===== src/rtl/irq_ctrl_pkg.sv =====
// ============================================================================
// Module : irq_ctrl_pkg
// Brief  : Shared register offsets and constants for the interrupt controller.
// Rev    : 1.0  initial release
// ============================================================================
`default_nettype none

package irq_ctrl_pkg;

  localparam int NSRC_DEFAULT = 6;

  localparam logic [1:0] IRQ_MODE  = 2'd0;
  localparam logic [1:0] IRQ_MASK  = 2'd1;
  localparam logic [1:0] IRQ_PEND  = 2'd2;
  localparam logic [1:0] IRQ_CLAIM = 2'd3;

  localparam int CLAIM_VALID_BIT = 31;

endpackage

`default_nettype wire


===== src/rtl/irq_sync.sv =====
// ============================================================================
// Module : irq_sync
// Brief  : Multi-flop synchroniser for one IRQ line plus rise detector.
// Rev    : 1.0  initial release
// ============================================================================
`default_nettype none

module irq_sync #(
  parameter int SYNC_STAGES = 2
) (
  input  logic clk,
  input  logic reset,
  input  logic i_irq,
  output logic o_level,
  output logic o_rise
);

  logic [SYNC_STAGES-1:0] r_chain;
  logic                   r_prev;

  always_ff @(posedge clk or posedge reset) begin
    if (reset) begin
      r_chain <= '0;
      r_prev  <= 1'b0;
    end else begin
      r_chain[0] <= i_irq;
      for (int i = 1; i < SYNC_STAGES; i++) begin
        r_chain[i] <= r_chain[i-1];
      end
      r_prev <= r_chain[SYNC_STAGES-1];
    end
  end

  assign o_level = r_chain[SYNC_STAGES-1];
  assign o_rise  = r_chain[SYNC_STAGES-1] & ~r_prev;

endmodule

`default_nettype wire


===== src/rtl/irq_ctrl.sv =====
// ============================================================================
// Module : irq_ctrl
// Brief  : Programmable level/edge interrupt controller driving CP0 HWInt.
// Rev    : 1.0  initial release
// ============================================================================
`default_nettype none

module irq_ctrl
  import irq_ctrl_pkg::*;
#(
  parameter int NSRC        = NSRC_DEFAULT,
  parameter int SYNC_STAGES = 2
) (
  input  logic            clk,
  input  logic            reset,
  input  logic [NSRC-1:0] IRQIn,
  input  logic [1:0]      Addr,
  input  logic            WE,
  input  logic            RE,
  input  logic [31:0]     WData,
  output logic [31:0]     RData,
  output logic [NSRC-1:0] HWInt
);

  localparam int IDW = (NSRC > 1) ? $clog2(NSRC) : 1;

  logic [NSRC-1:0] r_mode;
  logic [NSRC-1:0] r_mask;
  logic [NSRC-1:0] r_pend;
  logic [NSRC-1:0] r_hwint;

  logic [NSRC-1:0] w_level;
  logic [NSRC-1:0] w_rise;
  logic [NSRC-1:0] w_active;
  logic [NSRC-1:0] w_w1c;
  logic [NSRC-1:0] w_claim_clr;
  logic [NSRC-1:0] w_clr;
  logic [NSRC-1:0] w_pend_nxt;
  logic [IDW-1:0]  w_id;
  logic            w_valid;
  logic            w_claim_fire;
  logic [31:0]     w_claim;
  logic            w_unused;

  for (genvar g = 0; g < NSRC; g++) begin : g_sync
    irq_sync #(
      .SYNC_STAGES(SYNC_STAGES)
    ) u_sync (
      .clk    (clk),
      .reset  (reset),
      .i_irq  (IRQIn[g]),
      .o_level(w_level[g]),
      .o_rise (w_rise[g])
    );
  end

  assign w_active = r_pend & r_mask;

  // Ascending scan: the last hit is the highest-numbered, highest-priority source.
  always_comb begin
    w_id    = '0;
    w_valid = 1'b0;
    for (int i = 0; i < NSRC; i++) begin
      if (w_active[i]) begin
        w_id    = IDW'(i);
        w_valid = 1'b1;
      end
    end
  end

  always_comb begin
    w_claim                  = '0;
    w_claim[CLAIM_VALID_BIT] = w_valid;
    w_claim[IDW-1:0]         = w_id;
  end

  assign w_claim_fire = RE && (Addr == IRQ_CLAIM) && w_valid;
  assign w_claim_clr  = w_claim_fire ? (NSRC'(1) << w_id) : '0;
  assign w_w1c        = (WE && (Addr == IRQ_PEND)) ? WData[NSRC-1:0] : '0;
  assign w_clr        = w_w1c | w_claim_clr;

  // A new rise outranks a same-cycle clear so no event is dropped.
  assign w_pend_nxt = (r_mode & (w_rise | (r_pend & ~w_clr))) | (~r_mode & w_level);

  always_ff @(posedge clk or posedge reset) begin
    if (reset) begin
      r_mode  <= '0;
      r_mask  <= '0;
      r_pend  <= '0;
      r_hwint <= '0;
    end else begin
      if (WE && (Addr == IRQ_MODE)) r_mode <= WData[NSRC-1:0];
      if (WE && (Addr == IRQ_MASK)) r_mask <= WData[NSRC-1:0];
      r_pend  <= w_pend_nxt;
      r_hwint <= r_pend & r_mask;
    end
  end

  assign HWInt = r_hwint;

  always_comb begin
    RData = '0;
    case (Addr)
      IRQ_MODE:  RData = 32'(r_mode);
      IRQ_MASK:  RData = 32'(r_mask);
      IRQ_PEND:  RData = 32'(r_pend);
      IRQ_CLAIM: RData = w_claim;
      default:   RData = '0;
    endcase
  end

  assign w_unused = ^WData[31:NSRC];

endmodule

`default_nettype wire


===== config.mk =====
export PLATFORM = sky130hd
export DESIGN_NAME = irq_ctrl
export DESIGN_NICKNAME = d
export VERILOG_FILES = /design/src/rtl/irq_ctrl_pkg.sv /design/src/rtl/irq_sync.sv /design/src/rtl/irq_ctrl.sv
export SDC_FILE = /design/constraint.sdc
export NUM_CORES = 1
export LEC_CHECK = 0
export CAP_MARGIN = 40
export CORE_MARGIN = 10
export CORE_UTILIZATION = 42
export DETAILED_ROUTE_END_ITERATION = 10
export PLACE_DENSITY = 0.9
export SYNTH_ARGS = -nofsm -noshare
export SYNTH_HDL_FRONTEND = slang
export SYNTH_SLANG_ARGS = --single-unit

===== constraint.sdc =====
create_clock -name clk -period 1.7 [get_ports clk]
set_clock_uncertainty 0.05 [all_clocks]
set_input_delay 0.255 -clock clk [delete_from_list [all_inputs] [get_ports clk]]
set_output_delay 0.255 -clock clk [all_outputs]
set_load 0.005 [all_outputs]

== Word level (Yosys, flattened, before mapping) ==
Cells that the tools add are included.

* Equal/unequal tests: 3
* Shifts and indexed selects: 1
* Multiplexer cells: 14
* Bitwise operators: 21
* Reduce and logical (&&, ||, !) cells: 6

{| class="wikitable"
|+ Operators with widths
! operator !! count
|-
| one-hot mux 32 bit (4 select lines) || 1
|-
| AND 6 bit || 4
|-
| OR 6 bit || 3
|-
| two-way mux 3 bit || 4
|-
| two-way mux 6 bit || 2
|-
| inverter 6 bit || 2
|-
| two-way mux 1 bit || 7
|-
| AND 1 bit || 6
|-
| inverter 1 bit || 6
|-
| << shifter 1 x 3 -> 6 bit, first input constant || 1
|-
| logical AND 1 bit || 5
|-
| equality test 2 bit, second input constant || 2
|-
| equality test 2 x 1 -> 1 bit, second input constant || 1
|-
| logical NOT 2 bit || 1
|}

* Flip-flop bits (word level): 42
* Input port bits: 44
* Word-level logic and storage cells: 61

== Logic depth before layout (Yosys ltp) ==
Gate-level depths: netlist (run 1).

* Depth in word-level cells: 15
* Mapped depth: 5

== Modules after synthesis ==
A second synthesis (run 1) with hierarchy kept.

* Cell total of the unflattened synthesis: 164
* Area, all modules: 1968.1 um2

{| class="wikitable"
|+ By module, submodules not included
! module !! times used !! cells an instance !! area each (um2) !! sequential area each (um2)
|-
| irq_ctrl || 1 || 134 || 1412.6 || 600.6
|-
| irq_sync || 6 || 5 || 92.6 || 75.1
|}

== Least setup slack after synthesis (run 1) ==
OpenSTA, ideal clock, no wires.

* Path type: register to output
* Start: register r_mask[4]
* End: output RData[2]
* Data arrival time: 1.155 ns
* Required time: 1.395 ns
* Slack: 0.240 ns
* Stages on the path, launching flop included: 3
* Cell sequence: dfrtp_1 > a22o_2 > mux4_1

* Word-level cells in the longest chain between the ends: 4

{| class="wikitable"
|+ Ends and longest elaborated chain
! element !! line !! source
|-
| start: declaration || irq_ctrl.sv:28 || <nowiki>logic [NSRC-1:0] r_mask;</nowiki>
|-
| start signal: assignment || irq_ctrl.sv:93 || <nowiki>if (WE && (Addr == IRQ_MASK)) r_mask <= WData[NSRC-1:0];</nowiki>
|-
| AND 6 bit || irq_ctrl.sv:57 || <nowiki>assign w_active = r_pend & r_mask;</nowiki>
|-
| two-way mux 3 bit (2 in series) || irq_ctrl.sv:64 || <nowiki>if (w_active[i]) begin</nowiki>
|-
| one-hot mux 32 bit (4 select lines) || irq_ctrl.sv:103 || <nowiki>case (Addr)</nowiki>
|-
| end: declaration || irq_ctrl.sv:21 || <nowiki>output logic [31:0] RData,</nowiki>
|}

Every way passes these cells. The select of a mux whose other input is x is not followed.

== Final worst setup path (run 1) ==
* Start: register r_mask[2]
* End: output RData[1]

* Word-level cells in the longest chain between the ends: 6

{| class="wikitable"
|+ Ends and longest elaborated chain
! element !! line !! source
|-
| AND 6 bit || irq_ctrl.sv:57 ||
|-
| via w_active[2] || irq_ctrl.sv:34 || <nowiki>logic [NSRC-1:0] w_active;</nowiki>
|-
| two-way mux 3 bit (4 in series) || irq_ctrl.sv:64 ||
|-
| one-hot mux 32 bit (4 select lines) || irq_ctrl.sv:103 ||
|}

The timed path passes the listed nets, and every way through them passes these cells. The select of a mux whose other input is x is not followed.

==> flow_summary_export.csv, run 1 <==
group,metric,value,unit
outcome,status,"finished, violations left",
outcome,violations,"setup timing",
die,die_y,86.87,um
die,ioPinCount,82,
drt,vias,1265,
timing,hold_viol_final,0,
cts,clk-insertion-delay-late,300,ps
drt,drt_iter0_markers,69,
place,port_buffers,30,
timing,rsz0062_at_grt,"yes",
power_and_ir_drop,p_leak,1.189,nW
cts,clk_pin_slew,80,ps
timing,period_share,116.1,%
die,coreArea,4354,sq um
drt,drc,0,
final_layout,antenna_cells,0,
timing,max_freq,0.5069,GHz
final_layout,final_common_cell,"dfrtp_1",
power_and_ir_drop,p_per_area,1050,nW/um^2
place,place_area,2333,sq um
place,place.gp.congestion,0.8327,
min_path,hp-class,"in2async",
cts,cts_buffers,5,
drt,detail-route-antenna-nets,0,
cts,cts_hold_buffers,0,
global_route,antenna_found_initial,0,
drt,routed_wl,4.174,mm
global_route,grt_pass1_wl,6.644,mm
final_layout,areaGrowthSynthToFinish,32.11,%
cts,clk_path_buf_depth,2,
yosys,ys_seq_elements,42,
global_route,grt_pass1_vias,1372,
place,post-place-ws,-502.7,ps
timing,fin_ws,-273.0,ps
yosys,synth.yosys.seq_area_share,55.96,%
yosys,syn-cell-area,1878,sq um
timing,maxSlewViolCount,0,
final_layout,final_util,56.98,%
die,die_area,7546,sq um
yosys,yosysUniqueCellTypes,34,
drt,routed_via_density,4.668,
final_layout,fin_area,2481,sq um
die,initial_core_util,43.13,%
drt,wl_per_cell,15.40,um
setup_path,critPathMaxFanout,3,
place,hpwl,3.164,mm
power_and_ir_drop,ir_worst_vdd,0.4052,mV
drt,dr.pass1.iters,4,
final_layout,final_cell_mix,"dfrtp_1, buf_4, conb_1",
cts,clockRootBuffer,"clkbuf_8",
setup_path,worst_setup_path_end_kind,"output pin",
cts,cts_tree,"done",
yosys,yosysWarningCount,0,
yosys,synth_cells,154,
final_layout,drive_above_1_share,31.96,%
global_route,overflow,0,
job,drv_cap,0,
global_route,grt_max_degree,43,
global_route,groute.usage.overall,11.02,%
cts,cts_sinks,42,
timing,layout_min_cycle_time,1973,ps
die,dieWidth,86.87,um
setup_path,worstSetupPathType,"reg2out",
setup_path,critPathArrivalTime,1670,ps
setup_path,cp.required,1390,ps
power_and_ir_drop,p_total,0.002605,W
final_layout,nNetsFinal,262,
yosys,syn_area_per_cell,12.20,sq um
die,row_count,24,
cts,cts_max_level,2,
timing,setup_violations,4,
setup_path,start_kind,"register",
power breakdown:
part           leakage, nW  internal (W)  switching (W)  total [W]
registers            0.499       0.00113      0.0000876    0.00121
clock network       0.0472      0.000326       0.000339   0.000665
logic                0.644      0.000430       0.000295   0.000725
worst paths after layout:
kind / slack [ps] / from / cells after the start / to
max reg2reg: 200 / r_pend[4] / 5 / r_pend[2]
max: -270 / r_mask[2] / 5 / RData[1]
max in group asynchronous: 1140 / reset / 3 / r_pend[4]
min: 250 / reset / 3 / g_sync[5].u_sync.r_chain[0]
min in group clk: 300 / g_sync[4].u_sync.r_chain[0] / 0 / g_sync[4].u_sync.r_chain[1]
min reg2reg: 300 / g_sync[4].u_sync.r_chain[0] / 0 / g_sync[4].u_sync.r_chain[1]
cells in the mapped netlist:
master	number	area share, %
dfrtp_1	42	56
buf_4	27	11
nand2_1	21	4.2
mux2_2	12	7.2
inv_1	7	1.4
a21oi_1	4	1.1
nor2_1	4	0.80
mux2i_1	3	1.6
nand3_1	3	0.80
o21ai_0	3	0.80
a221oi_2	2	1.6
a22o_1	2	0.93
a32o_1	2	1.1
nor2b_1	2	0.67
a211oi_1	1	0.40
a21o_1	1	0.40
a21oi_4	1	0.87
a22o_2	1	0.53
a41oi_1	1	0.47
and2_1	1	0.33
and2_4	1	0.47
and3b_1	1	0.47
and4bb_2	1	0.67
buf_2	1	0.27
conb_1	1	0.20
mux4_1	1	1.4
mux4_2	1	1.2
nand3b_2	1	0.60
nand4b_1	1	0.47
nor2_4	1	0.60
nor3_2	1	0.53
nor3b_2	1	0.67
o21ai_1	1	0.27
o22ai_1	1	0.33
worst max-delay path: stages (launching register included):
cell and delay, ps:
dfrtp_1 400, and2_4 180, a21oi_4 120, nor2_1 50, mux4_2 490, buf_6 140
metrics by stage:
stage | setup TNS, ps | instances | hold slack (ps)
after floorplan | 0 | 178 | 236.4
after CTS | -608.8 | 268 | 268.0
after detailed placement | -5563 | 258 | 286.3
after global routing | -882.3 | 271 | 294.6
final | -711.8 | 271 | 245.2
after global placement | -5379 | 258 | 281.2
registers in the layout, summed over array words and instances (netlist names):
name / cells
g_sync.u_sync.r_chain: 12
g_sync.u_sync.r_prev: 6
r_mask: 6
r_mode: 6
HWInt: 6
r_pend: 6
per-layer routing:
layer  track usage, %  routed length [um]
met1            11.16                1520
met2            19.99                2301
met3            4.120                 281
met4            3.976                  70
met5                0                   0
cell type report:
class | instances | area, sq um
clock buffers | 6 | 82.58
clock inverters | 2 | 12.51
fillers | 351 | 1873
inverters | 7 | 26.28
multi-input cells | 101 | 705.7
flip-flops and latches | 42 | 1051
well taps | 52 | 65.06
repair buffers | 61 | 538.0
cells by family (layout without fill, tap and decap cells):
group | count (synthesis) | after routing | share of synthesized area (%)
flops | 42 | 42 | 55.96
simple gates | 39 | 39 | 11.26
buf+inv | 35 | 76 | 12.46
compound gates | 20 | 20 | 8.728
mux | 17 | 17 | 11.39
other cells | 1 | 25 | 0.1997
what timing repair did:
| action | CTS | global route |
|---|---|---|
| hold endpoints to repair | 0 | 0 |
| setup endpoints to repair | 7 | 6 |
| buffers inserted | 2 | 3 |
| resized for setup | 31 | 4 |
| pin swaps | 2 | 3 |
(Power assumes the default switching activity.)
==> run 2: changes to the inputs <==
Settings changed: PLACE_DENSITY 0.9 to 0.89, SYNTH_HIERARCHICAL set to 1.
==> flow_summary_export.csv, run 2 <==
group,metric,value,unit
setup_path,startpoint,"r_mask[3]",
yosys,synth_edf_count,0,
yosys,synth_most_common_cell,"dfrtp_1",
power_and_ir_drop,p_seq_share,45.3,%
setup_path,r2r_end,"r_pend[2]",
setup_path,critPathMaxFanout,2,
yosys,async_reset_ff_share,100.0,%
yosys,yosysUniqueCellTypes,36,
outcome,status,"finished, violations left",
setup_path,rrSetupSlack,-90,ps
cts,clockRootBuffer,"clkbuf_8",
timing,max_freq,0.4906,GHz
power_and_ir_drop,comb_power_share,31.0,%
die,coreArea,4444,sq um
timing,rsz0062_at_grt,"yes",
global_route,grt_pass1_vias,1524,
yosys,yosys.area.top_type,"dfrtp_1",
die,ioPinCount,82,
cts,cts_sinks,42,
drt,vias,1378,
yosys,syn-cell-area,1968,sq um
yosys,synth_top_area_share,53.40,%
final_layout,regMostFlops,"g_sync.u_sync/r_chain",
power_and_ir_drop,p_total,0.002719,W
die,initial_core_util,44.28,%
power_and_ir_drop,p_sw,0.0007560,W
final_layout,antenna_cells,0,
global_route,top_usage_layer,"met2",
final_layout,areaGrowthSynthToFinish,34.46,%
final_layout,drive_above_1_share,37.45,%
yosys,syn_area_per_cell,12.00,sq um
final_layout,largest_reg_flops,12,
setup_path,slowest_delay,450,ps
timing,fin_ws,-338.2,ps
final_layout,final_util,59.54,%
global_route,grt_pass1_wl,7.051,mm
final_layout,final_cell_mix,"dfrtp_1, buf_4, conb_1",
die,die_y,88.46,um
global_route,antenna_found_initial,0,
timing,layout_min_cycle_time,2038,ps
setup_path,critPathBufInv,1,
global_route,overflow,0,
cts,clk_pin_slew,70,ps
place,port_buffers,30,
final_layout,final_common_cell,"dfrtp_1",
drt,wl_per_cell,15.79,um
yosys,synth.area.top_cells,"dfrtp_1, buf_4, mux2_2",
cts,clk_path_buf_depth,2,
global_route,use_met1,12.15,%
setup_path,start_kind,"register",
setup_path,r2r_cells,5,
power_and_ir_drop,p_int,0.001963,W
power_and_ir_drop,p_clk_share,23.8,%
timing,period_share,119.9,%
yosys,synth_commonest_cells,"dfrtp_1, buf_4, nand2_1",
drt,dr.pass1.iters,4,
global_route,use_met2,20.96,%
global_route,grt_max_degree,25,
power_and_ir_drop,p_per_area,1027,nW/um^2
setup_path,slowest_stage,"mux4_2",
drt,routed_wl,4.531,mm
die,row_count,24,
yosys,synth_cells,164,
drt,drc,0,
setup_path,worstSetupPathType,"reg2out",
drt,drt_iter0_markers,103,
global_route,grtUsageMet3,4.044,%
cts,cts_tree,"done",
setup_path,timing.rr.start,"r_pend[5]",
global_route,groute.usage.overall,11.88,%
timing,hold_viol_final,0,
timing,maxSlewViolCount,0,
timing,setup_violations,6,
setup_path,path_cells,"a22o_4 > and2b_2 > mux4_2 > buf_2",
die,die_area,7824,sq um
outcome,violations,"setup timing",
setup_path,cp.required,1390,ps
setup_path,critPathArrivalTime,1730,ps
job,drv_cap,0,
final_layout,nNetsFinal,278,
setup_path,worst_setup_path_end_kind,"output pin",
cts,cts_hold_buffers,0,
cts,cts_buffers,5,
min_path,hp-class,"in2async",
power_and_ir_drop,ir_worst_vdd,0.5447,mV
cts,clk-insertion-delay-late,290,ps
power_and_ir_drop,p_leak,1.295,nW
place,place.gp.congestion,0.8662,
yosys,ys_seq_elements,42,
power_and_ir_drop,switching_share,27.81,%
yosys,yosys_most_used_dff,"dfrtp_1",
cts,cts_max_level,2,
place,hpwl,3.534,mm
yosys,synth.yosys.seq_area_share,53.40,%
drt,detail-route-antenna-nets,0,
yosys,yosysWarningCount,6,
drt,routed_via_density,4.801,
setup_path,critPathTopFamily,"multiplexers",
die,dieWidth,88.46,um
==> run 2: logic make-up (layout without fill, tap and decap cells) <==
logic type | Yosys count | count (layout) | synth area share (%)
DFF | 42 | 42 | 53.40
other | 1 | 25 | 0.1905
buffers and inverters | 39 | 86 | 12.27
muxes | 21 | 21 | 12.91
AOI/OAI and AO/OA | 18 | 18 | 6.867
and+or+nand+nor | 43 | 43 | 14.37
==> run 2: final cells by class <==
| class | count | area [sq um] |
|---|---|---|
| Multi-Input combinational cell | 107 | 838.3 |
| Inverter | 11 | 41.29 |
| Fill cell | 358 | 1798 |
| Tap cell | 52 | 65.06 |
| Clock buffer | 7 | 86.33 |
| Sequential cell | 42 | 1051 |
| Timing Repair Buffer | 67 | 559.3 |
| Clock inverter | 1 | 5.005 |
==> run 2: power groups by stage <==
stage / Clock (W) / Sequential [W] / Combinational (W)
final: 0.000646 / 0.00123 / 0.000842
after global routing: 0.000723 / 0.00125 / 0.000912
after CTS: 0.000674 / 0.00123 / 0.000804
after detailed placement: 0 / 0.00125 / 0.000756
after global placement: 0 / 0.00124 / 0.000726
after floorplan: 0 / 0.00125 / 0.000350
==> run 2: timing repair <==
action	in CTS	in global routing
buffers inserted	5	1
resized for setup	45	8
pin swaps	8	5
endpoints found under the setup margin	10	8
==> run 2: worst reg2reg max path: cells and delay by family (launching register included) <==
family	cells	cell delay, ps
compound gates	3	540
simple gates	1	560
flops	1	390
buf+inv	1	140
==> run 2: worst max path at each step <==
stage               end  slack, ps  cells past startpoint
2_1_floorplan  RData[1]        110                      3
3_3_place_gp   RData[2]       -540                      4
3_5_place_dp   RData[0]       -550                      6
4_1_cts        RData[1]       -360                      4
5_1_grt        RData[1]       -400                      4
6_report       RData[1]       -340                      4
==> run 2: metal layers <==
metal	part of all wire [%]	wire, um
met2	51	2320
met5	0	0
met4	1.9	85
met1	38	1721
met3	8.9	404
==> run 2: per-stage QoR <==
| stage | hold slack [ps] | TNS, ps | area, sq um | setup WS, ps | std cells |
|---|---|---|---|---|---|
| 3_3_place_gp | 281.4 | -5320 | 2479 | -540.7 | 276 |
| 2_1_floorplan | -41.36 | 0 | 2058 | 113.1 | 188 |
| 4_1_cts | 305.4 | -928.8 | 2609 | -361.9 | 287 |
| 6_report | 301.9 | -871.5 | 2646 | -338.2 | 287 |
| 5_1_grt | 313.5 | -1191 | 2646 | -399.9 | 287 |
| 3_5_place_dp | 284.7 | -5320 | 2479 | -554.6 | 276 |
==> run 3: changes to the inputs <==
Settings changed: PLACE_DENSITY 0.89 to 0.78, TNS_END_PERCENT set to 10.
==> flow_summary_export.csv, run 3 (synthesized netlist as in run 2, its figures left out) <==
group,metric,value,unit
cts,cts_tree,"done",
cts,clk_path_buf_depth,2,
global_route,antenna_found_initial,0,
global_route,grt_pass1_vias,1418,
final_layout,largest_reg_flops,12,
power_and_ir_drop,p_clk_share,24.0,%
final_layout,fin_area,2636,sq um
timing,rsz0062_at_grt,"yes",
timing,setup_violations,9,
cts,clockRootBuffer,"clkbuf_8",
setup_path,worstSetupPathType,"reg2out",
job,drv_cap,0,
setup_path,r2r_cells,6,
final_layout,final_common_cell,"dfrtp_1",
cts,cts_sinks,42,
timing,fin_ws,-312.8,ps
outcome,violations,"setup timing",
place,place.gp.congestion,0.8139,
global_route,overflow,0,
setup_path,critPathMaxFanout,4,
setup_path,rrSetupSlack,-100,ps
place,dp.cells,277,
timing,maxSlewViolCount,0,
final_layout,final_cells,287,
drt,routed_wl,4.588,mm
final_layout,final_cell_mix,"dfrtp_1, buf_4, conb_1",
global_route,grt_max_degree,25,
global_route,groute.usage.overall,11.84,%
power_and_ir_drop,comb_power_share,29.9,%
die,initial_core_util,44.28,%
power_and_ir_drop,ir_worst_vdd,0.3879,mV
die,row_count,24,
drt,wl_per_cell,15.99,um
power_and_ir_drop,p_per_area,1015,nW/um^2
final_layout,drive_above_1_share,36.17,%
die,coreArea,4444,sq um
final_layout,antenna_cells,0,
outcome,status,"finished, violations left",
drt,vias,1350,
drt,detail-route-antenna-nets,0,
cts,clk_pin_slew,80,ps
cts,cts_buffers,5,
place,place_area,2499,sq um
final_layout,regMostFlops,"g_sync.u_sync/r_chain",
power_and_ir_drop,p_sw,0.0007304,W
power_and_ir_drop,p_int,0.001944,W
power_and_ir_drop,p_seq_share,46.1,%
final_layout,nNetsFinal,278,
drt,routed_via_density,4.704,
timing,period_share,118.4,%
die,dieWidth,88.46,um
drt,drt_iter0_markers,78,
cts,clk-insertion-delay-late,280,ps
die,die_area,7824,sq um
setup_path,start_kind,"register",
setup_path,worst_setup_path_end_kind,"output pin",
timing,hold_viol_final,0,
final_layout,fillers,372,
die,die_y,88.46,um
power_and_ir_drop,p_leak,1.299,nW
drt,drc,0,
setup_path,critPathArrivalTime,1710,ps
power_and_ir_drop,switching_share,27.31,%
die,ioPinCount,82,
cts,cts_max_level,2,
timing,max_freq,0.4968,GHz
timing,layout_min_cycle_time,2013,ps
setup_path,cp.required,1390,ps
global_route,grt_pass1_wl,7.058,mm
cts,cts_hold_buffers,0,
place,hpwl,3.562,mm
final_layout,areaGrowthSynthToFinish,33.95,%
min_path,hp-class,"in2async",
drt,dr.pass1.iters,4,
place,port_buffers,30,
[run 3: cell types whose count changed in the layout (fill, tap and decap cells not counted), moves of 2 or more]
cell	change
buf_2	-3
a21oi_2	-2
clkbuf_2	+2
a21oi_1	+2
[run 3: final cells by class]
type                            count  area, sq um  area share, %
Clock buffer                        7        86.33          3.275
Clock inverter                      1        5.005         0.1898
Inverter                           11        41.29          1.566
Multi-Input combinational cell    107        808.3          30.66
Sequential cell                    42         1051          39.87
Tap cell                           52        65.06          2.468
Timing Repair Buffer               67        579.3          21.97
[run 3: worst max-delay path, cell delays in order (launching register included)]
cell	delay, ps
dfrtp_1	370
a22o_1	240
and2b_2	230
mux4_2	440
buf_2	140
[run 3: power by group through the flow]
stage          sequential, W  clock [W]  combinational (W)
2_1_floorplan        0.00125          0           0.000350
3_3_place_gp         0.00124          0           0.000748
3_5_place_dp         0.00125          0           0.000775
4_1_cts              0.00123   0.000676           0.000798
5_1_grt              0.00125   0.000718           0.000868
6_report             0.00123   0.000641           0.000799
[run 3: worst paths after layout]
| kind | end | from |
|---|---|---|
| worst max register to register | r_pend[2] | r_mask[3] |
| worst min-delay path | g_sync[3].u_sync/r_chain[0] | reset |
| worst max-delay path | RData[1] | r_mask[5] |
| min in group clk | g_sync[4].u_sync/r_chain[1] | g_sync[4].u_sync/r_chain[0] |
| worst min register to register | g_sync[4].u_sync/r_chain[1] | g_sync[4].u_sync/r_chain[0] |
| max in group asynchronous | r_pend[3] | reset |
[run 3: repair_timing]
item,in CTS,in global routing
buffers inserted,2,0
endpoints found under the setup margin,10,12
pin swaps,5,1
resized for setup,36,6
[run 3: metal layers]
layer | up-vias | track usage [%] | part of all wire (%)
li1 | 638 | - | -
met1 | 656 | 12.26 | 39
met2 | 48 | 20.90 | 51
met3 | 8 | 4.596 | 8.3
met4 | 0 | 5.140 | 1.8
met5 | - | 0 | 0
[run 3: per-stage QoR]
step	worst slack, ps	hold slack [ps]	util, %	power (W)	TNS (ps)
finish	-312.8	299.4	59.32	0.002675	-1045
CTS	-331.0	302.2	59.26	0.002706	-1287
global placement	-490.1	281.2	56.22	0.001987	-5770
detailed placement	-497.3	284.7	56.22	0.002024	-5822
global route	-367.6	308.2	59.32	0.002834	-1561
floorplan	113.1	-41.36	-	0.001599	0
